`src/rtl/mux_nto1_pipe.sv`:
```
// N-to-1 operand select feeding a DEPTH-stage valid/ready register pipeline.
// Supports a sticky select lock and flags out-of-range selects with the beat.
module mux_nto1_pipe #(
    parameter int WIDTH  = 16,
    parameter int NUM_IN = 3,
    parameter int DEPTH  = 2,
    parameter int SEL_W  = $clog2(NUM_IN)
) (
    input  logic                    clk,
    input  logic                    rst_n,
    input  logic [NUM_IN*WIDTH-1:0] in_data,
    input  logic [SEL_W-1:0]        in_sel,
    input  logic                    in_valid,
    output logic                    in_ready,
    input  logic                    lock_en,
    output logic [WIDTH-1:0]        out_data,
    output logic                    out_err,
    output logic                    out_valid,
    input  logic                    out_ready,
    output logic                    sel_err,
    input  logic                    err_clr
);

    // With a power-of-two channel count every select value is a real channel.
    localparam bit               SEL_POW2 = ((NUM_IN & (NUM_IN - 1)) == 0);
    localparam logic [SEL_W:0]   NUM_IN_C = (SEL_W + 1)'(NUM_IN);

    logic [SEL_W-1:0] lock_sel_r;
    logic [SEL_W-1:0] eff_sel_s;
    logic [WIDTH-1:0] sel_data_s;
    logic             sel_bad_s;
    logic             accept_s;
    logic             sel_err_r;
    logic             chain_s;

    logic [DEPTH-1:0] vld_r;
    logic [DEPTH-1:0] err_r;
    logic [WIDTH-1:0] dat_r [DEPTH];
    logic [DEPTH-1:0] load_s;
    logic [DEPTH-1:0] src_vld_s;
    logic [DEPTH-1:0] src_err_s;
    logic [WIDTH-1:0] src_dat_s [DEPTH];

    // Effective select, range check and channel mux for the offered beat.
    always_comb begin
        eff_sel_s  = lock_en ? lock_sel_r : in_sel;
        sel_bad_s  = 1'b0;
        sel_data_s = '0;
        if (!SEL_POW2) begin
            sel_bad_s = ({1'b0, eff_sel_s} >= NUM_IN_C);
        end else begin
            sel_bad_s = 1'b0;
        end
        // No channel matches an out-of-range select, so its data stays zero.
        for (int i = 0; i < NUM_IN; i++) begin
            if (eff_sel_s == SEL_W'(i)) begin
                sel_data_s = in_data[i*WIDTH +: WIDTH];
            end else begin
                sel_data_s = sel_data_s;
            end
        end
    end

    // Ready chain from the tail back to stage 0: a stage loads when empty or draining.
    always_comb begin
        chain_s = out_ready;
        load_s  = '0;
        for (int k = DEPTH - 1; k >= 0; k--) begin
            load_s[k] = !vld_r[k] | chain_s;
            chain_s   = load_s[k];
        end
    end

    assign in_ready = rst_n & load_s[0];
    assign accept_s = in_valid & in_ready;

    // Source of each stage: the mux for stage 0, the previous stage otherwise.
    always_comb begin
        src_vld_s    = '0;
        src_err_s    = '0;
        src_vld_s[0] = in_valid;
        src_err_s[0] = sel_bad_s;
        src_dat_s[0] = sel_data_s;
        for (int k = 1; k < DEPTH; k++) begin
            src_vld_s[k] = vld_r[k-1];
            src_err_s[k] = err_r[k-1];
            src_dat_s[k] = dat_r[k-1];
        end
    end

    // Pipeline stage registers; payload only moves with a valid beat.
    always_ff @(posedge clk or negedge rst_n) begin
        if (!rst_n) begin
            vld_r <= '0;
            err_r <= '0;
            for (int k = 0; k < DEPTH; k++) begin
                dat_r[k] <= '0;
            end
        end else begin
            for (int k = 0; k < DEPTH; k++) begin
                if (load_s[k]) begin
                    vld_r[k] <= src_vld_s[k];
                    if (src_vld_s[k]) begin
                        dat_r[k] <= src_dat_s[k];
                        err_r[k] <= src_err_s[k];
                    end
                end
            end
        end
    end

    // Select lock capture and sticky range-error flag (a new error beats a clear).
    always_ff @(posedge clk or negedge rst_n) begin
        if (!rst_n) begin
            lock_sel_r <= '0;
            sel_err_r  <= 1'b0;
        end else begin
            if (accept_s && !lock_en) begin
                lock_sel_r <= in_sel;
            end
            if (accept_s && sel_bad_s) begin
                sel_err_r <= 1'b1;
            end else if (err_clr) begin
                sel_err_r <= 1'b0;
            end
        end
    end

    assign out_valid = vld_r[DEPTH-1];
    assign out_data  = dat_r[DEPTH-1];
    assign out_err   = SEL_POW2 ? 1'b0 : err_r[DEPTH-1];
    assign sel_err   = sel_err_r;

endmodule

```
`config.mk`:
```
export PLATFORM = sky130hd
export DESIGN_NAME = mux_nto1_pipe
export DESIGN_NICKNAME = d
export VERILOG_FILES = /design/src/rtl/mux_nto1_pipe.sv
export SDC_FILE = /design/constraint.sdc
export NUM_CORES = 1
export LEC_CHECK = 0
export CELL_PAD_IN_SITES_DETAIL_PLACEMENT = 0
export CELL_PAD_IN_SITES_GLOBAL_PLACEMENT = 2
export CORE_MARGIN = 2
export CORE_UTILIZATION = 25
export CTS_BUF_LIST = sky130_fd_sc_hd__clkbuf_8
export DETAILED_ROUTE_END_ITERATION = 16
export PLACE_DENSITY = 0.8
export SLEW_MARGIN = 40
export SYNTH_ARGS = -nofsm -noshare
export SYNTH_HDL_FRONTEND = slang
export SYNTH_SLANG_ARGS = --single-unit
```
`constraint.sdc`:
```
create_clock -name clk -period 1.5 [get_ports clk]
set_clock_uncertainty 0.1 [all_clocks]
set_input_delay 0.15 -clock clk [delete_from_list [all_inputs] [get_ports clk]]
set_output_delay 0.15 -clock clk [all_outputs]
set_load 0.01 [all_outputs]
```
==> results.sh <==
export IMPL_status="finished, final reports clean"
export IMPL_start_util_pct=26.0
export IMPL_end_kind="register"
export IMPL_detailed_place_hpwl_mm=3.77
export IMPL_p_leak_uw=0.00128
export IMPL_grt_ovfl_total=0
export IMPL_synth_seq_cells=39
export IMPL_mappedNetlistArea_um2=2020
export IMPL_firstDrtPassIters=4
export IMPL_irDropWorstVdd_mv=0.376
export IMPL_synth_seq_area_share_pct=48.3
export IMPL_reg2reg_from="lock_sel_r[1]"
export IMPL_syn_avg_cell_area_um2=10.6
export IMPL_regArea_um2=977
export IMPL_cts_root_buffer="clkbuf_8"
export IMPL_power_density_nw_per_um2=1120
export IMPL_path_cells="nand2b_4, o32ai_2, buf_4, a222oi_1, o21ai_1"
export IMPL_drv_slew=0
export IMPL_via_count=1629
export IMPL_reg2reg_depth=5
export IMPL_dr_wl_met2_mm=2.53
export IMPL_fp_dieArea_um2=8820
export IMPL_crit_start="lock_sel_r[1]"
export IMPL_fin_crit_sh_pct=97.1
export IMPL_place_port_buffers=75
export IMPL_placeableCoreArea_um2=7770
export IMPL_cts_tree="done"
export IMPL_clock_latency_ns=0.28
export IMPL_r2r_end="dat_r[27]"
export IMPL_cpPeakStageDelay_ns=0.37
export IMPL_hold_class="input pin to register"
export IMPL_finalSetupViolations=0
export IMPL_syn_nets=246
export IMPL_cts_htree_levels=2
export IMPL_cts_sinks=39
export IMPL_worstMarginPinSlew_ns=0.497
export IMPL_wl_per_cell_um=14.4
export IMPL_slew_headroom_pct=66.8
export IMPL_crit_arrival_ns=1.53
export IMPL_route_detailed_drc=0
export IMPL_path_clk_slew_ns=0.08
export IMPL_via_per_inst=4.44
export IMPL_crit_cells=5
export IMPL_crit_path_top_delay_cell="dfrtp_1"
export IMPL_wl_met3_um=237
export IMPL_final_common_cell="clkdlybuf4s50_1"
export IMPL_antenna_found_initial=0
export IMPL_min_period_ns=1.46
export IMPL_syn2layout_area_growth_pct=49.7
export IMPL_drt_iter0_drc=71
export IMPL_critPathBufInv=1
export IMPL_wl_mm=5.27
export IMPL_grt_pass1_wl_mm=8.51
export IMPL_layout_cells_non_filler=367
export IMPL_fmax_mhz=687
export IMPL_path_delay_family="compound AO/OA/AOI/OAI gates"
export IMPL_nNetsFinal=320
export IMPL_routed_top_layer="met4"
export IMPL_cts_buffers=5
export IMPL_cap_violations=0
export IMPL_gr_usage_all_layers_pct=12.5
export IMPL_ant_nets=0
export IMPL_clockBufferDepth=2
export IMPL_dieHeight_um=93.9
export IMPL_min_delay_path_depth=3
export IMPL_yosysTopAreaCell="dfrtp_1"
export IMPL_final_hold_violation_count=0
export IMPL_pin_count=76
export IMPL_fp_row_count=32
export IMPL_drt_met1_wl_mm=2.46
export IMPL_crit_path_start_kind="register"
export IMPL_pre_cts_slack_ns=-0.395
export IMPL_die_x_um=93.9
export IMPL_synth_top_area_share_pct=48.3
export IMPL_placed_cells=355
export IMPL_drive_gt1_share_pct=23.8
export IMPL_rsz0062_at_grt="true"
export IMPL_worstPathRequired_ns=1.57
export IMPL_crit_type="register to register"
export IMPL_yosys_warnings=0
export IMPL_r2r_setup_slack_ns=0.04
export IMPL_synth_area_leaders="dfrtp_1, mux2_2, buf_4"
export IMPL_gp_congestion=0.738
export IMPL_antenna_diode_count=0
export IMPL_fin_ws_ns=0.0433
export IMPL_grt_pass1_vias=1658
export IMPL_crit_end="dat_r[27]"
export IMPL_grt_max_degree=40
export IMPL_fill_cells=787
export IMPL_synthCells=190
export IMPL_ys_types=32
export IMPL_crit_fanout=5
export IMPL_mostFrequentLayoutCells="clkdlybuf4s50_1, dfrtp_1, nand2_1"
export IMPL_multiInputGateArea_um2=892
-- kinds of logic after synthesis --
| kind of cell | count (synthesis) | synth area share (%) |
|---|---|---|
| compound gates | 52 | 20.2 |
| flops | 39 | 48.3 |
| mux | 19 | 10.6 |
| buf+inv | 36 | 10.5 |
| simple gates | 44 | 10.3 |
-- state kept, by name (all words and copies together), names as in the netlist --
register and cells:
lock_sel_r 2, vld_r 2, dat_r 16, out_data 16, err_r 2, sel_err 1
-- worst min path at each step --
stage	to	from	slack, ns
2_1_floorplan	dat_r[16]	rst_n	-0.25
5_1_grt	sel_err	rst_n	0.07
3_3_place_gp	sel_err	rst_n	0.21
4_1_cts	sel_err	rst_n	0.05
3_5_place_dp	sel_err	rst_n	0.21
6_report	sel_err	rst_n	0.05
-- Yosys cell counts --
library cell,number
clkbuf_1,7
and2_1,1
nor3_1,1
and2_4,1
or3b_4,1
o22ai_1,6
o21ai_1,8
a21oi_1,3
o2bb2ai_2,1
a221oi_1,1
dfrtp_1,39
nand2_1,20
a222oi_1,8
nor2_1,12
o21ai_0,7
o32a_2,1
o22ai_2,6
o32ai_1,1
nand2b_1,3
buf_6,2
inv_1,9
nand2_2,1
buf_4,16
and3b_1,1
nand3b_1,2
mux2_2,19
o32ai_2,1
a31oi_1,1
buf_2,2
nand2b_2,1
a22oi_1,1
o31ai_1,7
-- timing repair --
item	in CTS	in global routing
gates cloned	2	0
hold buffers	1	0
pin swaps	2	3
buffers inserted	1	0
setup endpoints to repair	17	13
resized for setup	9	10
hold endpoints to repair	39	0
-- area by class of cell --
| cell class | instances | share of cell area (%) |
|---|---|---|
| repair buffers | 94 | 30.2 |
| clock inverters | 3 | 0.414 |
| clock buffers | 5 | 2.27 |
| inverters | 9 | 1.12 |
| flip-flops and latches | 39 | 32.3 |
| well taps | 102 | 4.22 |
| multi-input cells | 115 | 29.5 |
-- power by group --
| group | internal (uW) | switching (uW) | total [uW] | leakage, uW |
|---|---|---|---|---|
| Sequential | 1310 | 140 | 1450 | 0.000482 |
| Clock | 313 | 364 | 677 | 0.0000505 |
| Combinational | 752 | 508 | 1260 | 0.000752 |
-- tightest hold or removal path, delay by kind of cell --
| family | cells | cell delay [ns] |
|---|---|---|
| buf+inv | 2 | 0.17 |
| compound gates | 1 | 0.08 |
-- metrics by stage --
stage	setup TNS, ns	area, um^2	hold slack (ns)	total power [uW]	utilization [%]
2_1_floorplan	0	2020	-0.246	2200	-
3_3_place_gp	-7.19	2850	0.206	2660	36.7
3_5_place_dp	-7.83	2850	0.212	2670	36.7
4_1_cts	0	2990	0.0493	3390	38.4
5_1_grt	-0.0797	3030	0.0723	3580	38.9
6_report	0	3030	0.0467	3380	38.9
-- layer usage --
layer  GRT usage [%]  vias up
met3            2.33        2
met4            3.99        0
met2            19.6       37
met5               0        -
met1            17.4      772
li1                -      818
Power figures use the tool's default switching activity.
